[src/rtl/rr_mux_sel.sv]
// -----------------------------------------------------------------------------
// rr_mux_sel
//
// Round-robin multiplexer. It picks one of N valid/ready input channels,
// registers the chosen word together with its channel index, and presents
// the result on a valid/ready output. The output register is a one-entry
// buffer. It can reload in the same cycle it is drained, which gives one word
// per cycle at full throughput.
//
// Parameters:
//   N   number of input channels (2..64, need not be a power of 2)
//   W   data width per channel
//   SW  index width, derived as $clog2(N)
//
// Ports:
//   clk        rising-edge clock
//   rst        synchronous, active-high reset
//   in_data    N*W packed words; channel i occupies [i*W +: W]
//   in_valid   per-channel word-present flags
//   in_ready   one-hot (or zero) grant; channel i is taken when
//              in_valid[i] & in_ready[i]
//   out_data   registered selected word
//   out_sel    registered index of the channel out_data came from
//   out_valid  output register holds a word
//   out_ready  consumer accepts; a transfer happens on out_valid & out_ready
//   force_en   static select mode            (only with RR_MUX_FORCE_EN)
//   force_sel  static channel index          (only with RR_MUX_FORCE_EN)
//
// Optional feature macro: RR_MUX_FORCE_EN. When it is defined, force_en and
// force_sel exist. When force_en=1, only channel force_sel may be granted,
// and the priority pointer is frozen.
// -----------------------------------------------------------------------------
module rr_mux_sel #(
  parameter  int N  = 8,
  parameter  int W  = 1,
  localparam int SW = $clog2(N)
) (
  input  logic           clk,
  input  logic           rst,
  input  logic [N*W-1:0] in_data,
  input  logic [N-1:0]   in_valid,
  output logic [N-1:0]   in_ready,
`ifdef RR_MUX_FORCE_EN
  input  logic           force_en,
  input  logic [SW-1:0]  force_sel,
`endif
  output logic [W-1:0]   out_data,
  output logic [SW-1:0]  out_sel,
  output logic           out_valid,
  input  logic           out_ready
);

  typedef enum logic {
    EMPTY = 1'b0,
    FULL  = 1'b1
  } state_t;

  state_t        state, state_next;
  logic [SW-1:0] ptr, ptr_next;

  logic [W-1:0]  chan_data [N];
  logic          can_load;
  logic          accept;
  logic          rr_found;
  logic [SW-1:0] rr_idx;
  logic [SW:0]   cand;
  logic          grant_found;
  logic [SW-1:0] grant_idx;
  logic          hold_ptr;

  // Unpack the flat input bus so the data path is a plain indexed select.
  // No in_data bit reaches in_ready.
  for (genvar i = 0; i < N; i++) begin : g_chan
    assign chan_data[i] = in_data[i*W +: W];
  end

  assign out_valid = (state == FULL);
  assign can_load  = !out_valid || out_ready;

  // Search ptr, ptr+1, ... and wrap at N rather than 2^SW. The sum is one bit
  // wider than SW, so ptr + k cannot overflow before the wrap is applied.
  // NOTE: every variable written in always_comb is given a default first, so
  // no path can leave it unassigned and infer a latch.
  always_comb begin
    rr_found = 1'b0;
    rr_idx   = '0;
    cand     = '0;
    for (int k = 0; k < N; k++) begin
      cand = {1'b0, ptr} + (SW+1)'(k);
      if (cand >= (SW+1)'(N)) begin
        cand = cand - (SW+1)'(N);
      end
      if (!rr_found && in_valid[cand[SW-1:0]]) begin
        rr_found = 1'b1;
        rr_idx   = cand[SW-1:0];
      end
    end
  end

  // Final grant source: the round-robin result, or the forced channel.
  always_comb begin
    grant_found = rr_found;
    grant_idx   = rr_idx;
    hold_ptr    = 1'b0;
`ifdef RR_MUX_FORCE_EN
    if (force_en) begin
      // An out-of-range index never grants. The pointer is frozen in this
      // mode whether or not anything is taken.
      hold_ptr    = 1'b1;
      grant_idx   = force_sel;
      grant_found = ({1'b0, force_sel} < (SW+1)'(N)) && in_valid[force_sel];
    end
`endif
  end

  // in_ready stays low during the reset cycle, so no word is taken and then lost.
  assign accept = grant_found && can_load && !rst;

  always_comb begin
    in_ready = '0;
    if (accept) begin
      in_ready[grant_idx] = 1'b1;
    end
  end

  // Next state for the output buffer and the pointer. An accept wins over a
  // drain, so a simultaneous transfer and accept keeps the buffer FULL.
  always_comb begin
    state_next = state;
    ptr_next   = ptr;
    if (accept) begin
      state_next = FULL;
      if (!hold_ptr) begin
        ptr_next = (grant_idx == SW'(N-1)) ? '0 : grant_idx + 1'b1;
      end
    end else if (out_ready) begin
      state_next = EMPTY;
    end
  end

  // NOTE: sequential state uses non-blocking assignments, so every register
  // samples the values from before the edge, whatever the statement order.
  always_ff @(posedge clk) begin
    if (rst) begin
      state    <= EMPTY;
      ptr      <= '0;
      out_data <= '0;
      out_sel  <= '0;
    end else begin
      state <= state_next;
      ptr   <= ptr_next;
      // The payload only moves on an accept, so it holds under back-pressure
      // and after a drain.
      if (accept) begin
        out_data <= chan_data[grant_idx];
        out_sel  <= grant_idx;
      end
    end
  end

endmodule

[config.mk]
export PLATFORM = sky130hd
export DESIGN_NAME = rr_mux_sel
export DESIGN_NICKNAME = d
export VERILOG_FILES = /design/src/rtl/rr_mux_sel.sv
export SDC_FILE = /design/constraint.sdc
export NUM_CORES = 1
export LEC_CHECK = 0
export ABC_AREA = 1
export BUFFER_PORTS_ARGS = -buffer_cell sky130_fd_sc_hd__buf_2
export CAP_MARGIN = 20
export CORE_MARGIN = 2
export CORE_UTILIZATION = 45
export DETAILED_ROUTE_END_ITERATION = 10
export PLACE_DENSITY_LB_ADDON = 0.3
export RECOVER_POWER = 50
export SLEW_MARGIN = 20
export SYNTH_ARGS = -nofsm -noshare
export SYNTH_HDL_FRONTEND = slang
export SYNTH_SLANG_ARGS = --single-unit
[constraint.sdc]
create_clock -name clk -period 3.1 [get_ports clk]
set_input_delay 0.155 -clock clk [delete_from_list [all_inputs] [get_ports clk]]
set_output_delay 0.155 -clock clk [all_outputs]
set_load 0.005 [all_outputs]
==> results.py, run 1 <==
metrics = {
    "cells_and_area": {
        "finalInstanceArea_um2": 1490,
        "fillerInstances": 274,
        "layout.cells.most_common": "nand2_1",
        "layout-drive-gt1-share": 0.343,
        "synthToLayoutAreaGrowth_pct": 17.0,
        "nets": 269,
        "final_cells": 276,
        "final_cell_mix": "nand2_1 (50), nand3_1 (32), buf_2 (31)",
        "diodes": 0,
    },
    "setup_path": {
        "path_common_cell": "nand3_2",
        "cp_num_buf_inv": 3,
        "cp.required_ns": 2.94,
        "start_kind": "flip-flop",
        "end_kind": "output pin",
        "cp_max_fo": 11,
        "critical_path.slowest_cell": "dfxtp_1",
        "path_cells": "inv_4 -> ha_4 -> buf_4 -> nand3_2 -> nand3_2 -> nand2_2 -> nor2_4 -> nand4_2 -> nor2_4 -> nand3_2 -> nand3_2 -> nand3_1 -> nor2_1 -> buf_2",
        "critPathTopFamily": "simple AND/OR/NAND/NOR gates",
        "cp.arrival_ns": 2.74,
        "cpPeakStageDelay_ns": 0.37,
        "path_class": "reg2out",
        "r2r_slack_ns": 0.38,
    },
    "route": {
        "drt-vias-per-instance": 5.21,
        "first_pass_iters": 4,
        "drt_iter0_markers": 59,
        "num_vias": 1437,
        "drc": 0,
        "ant_nets": 0,
        "detail_route.wl_per_cell_um": 11.7,
        "wl_um": 3220,
    },
    "timing": {
        "finClkSkew_ns": 0.000734,
        "timing.fmax_mhz": 346,
        "finalMaxSlewViolations": 0,
        "finalHoldViolations": 0,
        "min_period_ns": 2.89,
        "slew_headroom": 0.640,
        "fin_crit_sh": 0.933,
        "worst_pin_slew_ns": 0.535,
        "finalSetupViolCount": 0,
        "setup_ws_ns": 0.207,
    },
    "placement": {
        "gp_congestion": 0.851,
        "dp_slack_ns": 0.379,
        "place_inst": 273,
        "hpwl_um": 2660,
        "placed_cell_area_um2": 1450,
        "io_buffers": 31,
    },
    "synthesis": {
        "synthCells": 211,
        "synth_top_cell_by_area": "nand2_1",
        "synth_area_um2": 1270,
        "ys_warn_count": 0,
        "synth.avg_cell_area_um2": 6.04,
        "syn-num-nets": 233,
        "synth_top_area_frac": 0.147,
        "synth_area_leaders": "nand2_1 (15%), dfxtp_1 (13%), nand3_1 (13%), nand3_2 (11%), nor2_1 (8.8%)",
        "ys_seq_area_frac": 0.126,
        "ys_seq_elements": 8,
        "ys_types": 28,
    },
    "cts": {
        "clk_path_buf_depth": 2,
        "path_clk_slew_ns": 0.05,
        "htreeDepth": 1,
        "clock-sinks": 8,
        "cts-root-buf": "clkbuf_4",
        "hold_buffers": 0,
        "post_cts.repair.setup_buffers": 0,
        "clk_latency_ns": 0.26,
        "cts_tree": "built",
        "numCtsBuffers": 3,
    },
    "hold_path": {
        "min_path_type": "in2reg",
    },
    "floorplan": {
        "core_um2": 2730,
        "ioPinCount": 32,
        "dieArea_um2": 3280,
        "initial_core_util": 0.466,
        "die_w_um": 57.2,
        "row_count": 19,
        "dieHeight_um": 57.2,
    },
    "global_route": {
        "grt_pass1_wl_um": 5640,
        "grt_pass1_vias": 1288,
        "grt_start_max_net_pins": 12,
        "gr-total-overflow": 0,
        "gr-usage-all-layers": 0.209,
        "antenna_found_initial": 0,
    },
    "status": {
        "outcome": "finished clean",
    },
    "flow_run": {
        "maxCapViolations": 0,
    },
}
## routing by layer
layer	wire (um)	global-route usage
met5	0	0
met4	0	0.0133
met3	199	0.0408
met2	1470	0.348
met1	1550	0.295
## cell type report
class | count | area, um2 | area share
clock buffer | 3 | 22.5 | 0.0151
inverter | 26 | 103 | 0.0688
multi-input combinational | 172 | 978 | 0.656
sequential | 8 | 160 | 0.107
tap | 31 | 38.8 | 0.0260
timing repair buffer | 36 | 189 | 0.127
## cell usage after synthesis (all sizes together)
master and number:
nand2 66, nand3 46, nor2 33, inv 26, dfxtp 8, o21ai 8
buf 5, a21oi 3, ha 3, nand4 3, xnor2 3, xor2 2
a31oi 1, nor3 1, o21bai 1, o22ai 1, o31ai 1
## state kept, by name, indices dropped and copies added (netlist names)
name	cells
out_data	1
out_sel	3
out_valid	1
ptr	3
## what timing repair did
item,4_1_cts,5_1_grt
endpoints found under the hold margin,0,0
gates resized for setup,0,6
setup endpoints to repair,0,8
## worst reg2reg max path, cell delays in order, from the launching register on
cell	delay, ns
dfxtp_1	0.37
inv_4	0.11
ha_4	0.30
buf_4	0.15
nand3_2	0.13
nand3_2	0.12
nand2_2	0.08
nor2_4	0.11
nand4_2	0.15
nor2_4	0.19
nand3_2	0.11
nand3_2	0.18
nand2_4	0.09
ha_1	0.29
o21ai_0	0.17
a21oi_1	0.05
## per-stage QoR
| step | utilization | hold WS (ns) | TNS, ns |
|---|---|---|---|
| after floorplan | - | 0.256 | 0 |
| after global placement | 0.529 | 0.385 | 0 |
| after detailed placement | 0.529 | 0.384 | 0 |
| after CTS | 0.537 | 0.114 | 0 |
| after global routing | 0.546 | 0.126 | -0.00709 |
| final | 0.546 | 0.117 | 0 |
## logic make-up after synthesis
group	Yosys count	synth area share
and+or+nand+nor	149	0.611
buffers and inverters	31	0.127
AOI/OAI and AO/OA	15	0.0726
DFF	8	0.126
xor gates and xnor gates	5	0.0344
adders and majority gates	3	0.0294
## path summary, 6_finish.rpt
path	cells past startpoint	to	startpoint
setup / recovery	14	in_ready[6]	ptr[0]$_SDFFE_PP0P_
hold / removal	2	ptr[0]$_SDFFE_PP0P_	rst
setup reg to reg	15	ptr[1]$_SDFFE_PP0P_	ptr[0]$_SDFFE_PP0P_
hold reg to reg	2	out_sel[0]$_SDFFE_PP0P_	out_sel[0]$_SDFFE_PP0P_
Power of run 1 is not shown: default switching activity piles up to over one toggle a cycle in this logic, so the estimate is an artifact.
==> run 2: changes to the inputs <==
==> constraint.sdc (replaced) <==
create_clock -name clk -period 3.7 [get_ports clk]
set_input_delay 0.185 -clock clk [delete_from_list [all_inputs] [get_ports clk]]
set_output_delay 0.185 -clock clk [all_outputs]
set_load 0.005 [all_outputs]
==> results.py, run 2 (synthesis results as in run 1) <==
metrics = {
    "cts": {
        "clk_latency_ns": 0.26,
        "cts-root-buf": "clkbuf_4",
        "htreeDepth": 1,
        "numCtsBuffers": 3,
        "path_clk_slew_ns": 0.06,
        "post_cts.repair.setup_buffers": 0,
        "clock-sinks": 8,
        "hold_buffers": 0,
        "cts_tree": "built",
        "clk_path_buf_depth": 2,
        "cts_resized": 0,
    },
    "global_route": {
        "gr-total-overflow": 0,
        "grt_pass1_vias": 1213,
        "antenna_found_initial": 0,
        "grt_pass1_wl_um": 5140,
        "gr-usage-all-layers": 0.199,
        "grt_start_max_net_pins": 12,
    },
    "placement": {
        "place_inst": 271,
        "gp_congestion": 0.862,
        "io_buffers": 31,
        "hpwl_um": 2690,
    },
    "floorplan": {
        "core_um2": 2730,
        "dieArea_um2": 3280,
        "dieHeight_um": 57.2,
        "initial_core_util": 0.466,
        "die_w_um": 57.2,
        "row_count": 19,
        "ioPinCount": 32,
    },
    "cells_and_area": {
        "nets": 267,
        "diodes": 0,
        "reg_top3": "out_sel x3, ptr x3",
        "synthToLayoutAreaGrowth_pct": 13.1,
        "layout-drive-gt1-share": 0.313,
        "layout.cells.most_common": "nand2_1",
        "final_cells": 274,
        "post-route-util": 0.528,
        "final_cell_mix": "nand2_1 (50), nand3_1 (34), buf_2 (31)",
    },
    "setup_path": {
        "critPathTopFamily": "simple AND/OR/NAND/NOR gates",
        "path_cells": "inv_4 -> ha_1 -> inv_1 -> nand3_1 -> nand3_2 -> nand2_2 -> nor2_4 -> nand4_2 -> nor2_4 -> nand2_2 -> o21ai_2 -> inv_2 -> nand3_1 -> nor2_1 -> buf_2",
        "end_kind": "output pin",
        "cp_num_buf_inv": 4,
        "start_kind": "flip-flop",
        "path_class": "reg2out",
        "cp.arrival_ns": 3.13,
        "cp.required_ns": 3.51,
        "cp_max_fo": 11,
        "cpPeakStageDelay_ns": 0.43,
        "critical_path.slowest_cell": "ha_1",
    },
    "timing": {
        "finalMaxSlewViolations": 0,
        "finalSetupTns_ns": 0,
        "finalHoldViolations": 0,
        "min_period_ns": 3.31,
        "finalSetupViolCount": 0,
        "finClkSkew_ns": 0.00743,
        "worst_pin_slew_ns": 0.503,
        "slew_headroom": 0.661,
        "timing.fmax_mhz": 302,
        "fin_crit_sh": 0.895,
        "rsz0062_at_grt": "no",
    },
    "route": {
        "first_pass_iters": 4,
        "drc": 0,
        "detail_route.wl_per_cell_um": 11.7,
        "wl_um": 3200,
        "ant_nets": 0,
        "drt-vias-per-instance": 5.26,
        "num_vias": 1441,
        "drt_iter0_markers": 49,
    },
    "flow_run": {
        "maxCapViolations": 0,
    },
    "hold_path": {
        "min_path_type": "in2reg",
    },
    "status": {
        "outcome": "finished clean",
    },
}
==> run 2: changes by cell type in the layout (fill, tap and decap cells not counted), sizes merged <==
cell / change
buf: -1
clkbuf: -1
==> run 2: final timing paths <==
kind	slack, ns	to	start	cells past startpoint
max	0.39	in_ready[6]	ptr[0]$_SDFFE_PP0P_	15
min	0.17	ptr[0]$_SDFFE_PP0P_	rst	2
max reg2reg	0.63	ptr[1]$_SDFFE_PP0P_	ptr[0]$_SDFFE_PP0P_	15
min reg2reg	0.47	out_sel[0]$_SDFFE_PP0P_	out_sel[0]$_SDFFE_PP0P_	2
==> run 2: stage by stage <==
stage	hold slack [ns]	setup WS, ns	instance area (um2)
global route	0.175	0.0781	1440
CTS	0.174	0.434	1450
finish	0.173	0.387	1440
floorplan	0.286	0.928	1270
detailed placement	0.446	0.735	1430
global placement	0.454	0.761	1430
==> run 2: routing by layer <==
layer  vias up  global-route usage  part of all wire
li1        751                   -                 -
met3         7              0.0295             0.057
met4         0              0.0598             0.016
met2        55               0.340              0.47
met5         -                   0                 0
met1       628               0.259              0.45
==> run 2: cell type report <==
type	instances	area (um2)
multi-input combinational	172	943
sequential	8	160
fill	286	1290
timing repair buffer	34	178
clock buffer	3	22.5
tap	31	38.8
inverter	26	100
Power of run 2 is left out for the same reason.
==> run 3: changes to the inputs <==
--- a/config.mk
+++ b/config.mk
@@ -9,7 +9,8 @@
 export BUFFER_PORTS_ARGS = -buffer_cell sky130_fd_sc_hd__buf_2
 export CAP_MARGIN = 20
 export CORE_MARGIN = 2
-export CORE_UTILIZATION = 45
+export CORE_UTILIZATION = 58
+export CTS_CLUSTER_DIAMETER = 30
 export DETAILED_ROUTE_END_ITERATION = 10
 export PLACE_DENSITY_LB_ADDON = 0.3
 export RECOVER_POWER = 50
==> results.py, run 3 (synthesis results as in run 1) <==
metrics = {
    "timing": {
        "finalSetupViolCount": 0,
        "timing.fmax_mhz": 306,
        "setup_ws_ns": 0.430,
        "finalMaxSlewViolations": 0,
        "worst_pin_slew_ns": 0.548,
        "finalHoldViolations": 0,
        "rsz0062_at_grt": "no",
        "hold_ws_ns": 0.165,
        "finClkSkew_ns": 0.00402,
        "finalSetupTns_ns": 0,
        "fin_crit_sh": 0.884,
        "min_period_ns": 3.27,
        "slew_headroom": 0.631,
    },
    "cts": {
        "hold_buffers": 0,
        "clock-sinks": 8,
        "clk_latency_ns": 0.26,
        "post_cts.repair.setup_buffers": 0,
        "path_clk_slew_ns": 0.06,
        "cts_tree": "built",
        "htreeDepth": 1,
        "cts_resized": 0,
        "clk_path_buf_depth": 2,
        "cts-root-buf": "clkbuf_4",
        "numCtsBuffers": 3,
    },
    "status": {
        "outcome": "finished clean",
    },
    "setup_path": {
        "cp.arrival_ns": 3.08,
        "cp.required_ns": 3.51,
        "end_kind": "output pin",
        "cp_max_fo": 8,
        "crit_start": "ptr[1]$_SDFFE_PP0P_",
        "start_kind": "flip-flop",
        "path_class": "reg2out",
        "rr_startpoint": "ptr[1]$_SDFFE_PP0P_",
    },
    "cells_and_area": {
        "diodes": 0,
        "synthToLayoutAreaGrowth_pct": 12.1,
        "final_cell_mix": "nand2_1 (50), nand3_1 (33), nor2_1 (30)",
        "finalInstanceArea_um2": 1430,
        "layout.cells.most_common": "nand2_1",
        "reg_top3": "out_sel x3, ptr x3",
        "fillerInstances": 188,
        "nets": 267,
        "layout-drive-gt1-share": 0.296,
    },
    "route": {
        "detail_route.wl_per_cell_um": 11.9,
        "ant_nets": 0,
        "num_vias": 1446,
        "wl_um": 3200,
        "drt_iter0_markers": 42,
        "drt-vias-per-instance": 5.36,
        "drc": 0,
        "first_pass_iters": 4,
    },
    "global_route": {
        "grt_pass1_vias": 1271,
        "gr-usage-all-layers": 0.274,
        "grt_pass1_wl_um": 5490,
        "antenna_found_initial": 0,
        "gr-total-overflow": 0,
        "grt_start_max_net_pins": 12,
    },
    "floorplan": {
        "dieArea_um2": 2590,
        "core_um2": 2020,
        "ioPinCount": 32,
        "die_w_um": 50.9,
        "initial_core_util": 0.631,
        "dieHeight_um": 50.9,
        "row_count": 16,
    },
    "hold_path": {
        "min_path_type": "in2reg",
        "worstHoldStart": "rst",
    },
    "placement": {
        "dp_slack_ns": 0.788,
        "io_buffers": 31,
        "gp_congestion": 0.938,
        "hpwl_um": 2690,
        "placed_cell_area_um2": 1430,
    },
    "flow_run": {
        "maxCapViolations": 0,
    },
}
==> run 3: cell count changes in the layout (fill, tap and decap cells not counted), sizes merged <==
cell	before	now
clkbuf	3	7
buf	34	30
==> run 3: metal layers <==
layer | track usage | up-vias | wire length [um]
met5 | 0 | - | 0
met4 | 0.0495 | 0 | 29
met3 | 0.0468 | 4 | 151
met2 | 0.423 | 40 | 1400
met1 | 0.402 | 660 | 1620
li1 | - | 742 | -
==> run 3: path summary, 6_finish.rpt <==
| check | to | slack, ns | depth (start not counted) |
|---|---|---|---|
| min reg2reg | out_sel[0]$_SDFFE_PP0P_ | 0.47 | 2 |
| min | ptr[0]$_SDFFE_PP0P_ | 0.17 | 2 |
| max reg2reg | ptr[1]$_SDFFE_PP0P_ | 0.67 | 15 |
| max | in_ready[6] | 0.43 | 18 |
==> run 3: per-stage QoR <==
| stage | cells | utilization |
|---|---|---|
| after CTS | 270 | 0.716 |
| final | 270 | 0.707 |
| after global routing | 270 | 0.707 |
| after global placement | 267 | 0.705 |
| after detailed placement | 267 | 0.705 |
| after floorplan | 211 | - |
==> run 3: worst max-delay path, stage by stage (launching register included) <==
cell and delay [ns]:
dfxtp_1 0.31, inv_1 0.21, ha_1 0.39, inv_1 0.23, nand3_1 0.15, nand3_1 0.12
nand2_2 0.10, nor2_4 0.10, nand4_1 0.20, nor2_4 0.20, nand2_2 0.09, inv_2 0.07
nand2_2 0.04, nand3_2 0.12, inv_2 0.06, nor2_1 0.16, inv_1 0.08, nor2_1 0.08
buf_2 0.12
==> run 3: layout make-up <==
class	count	area, um2	area share
clock buffers	3	22.5	0.0158
multi-input cells	172	942	0.659
well taps	27	33.8	0.0236
flip-flops and latches	8	160	0.112
repair buffers	34	170	0.119
inverters	26	100	0.0701
Power of run 3 is left out for the same reason.
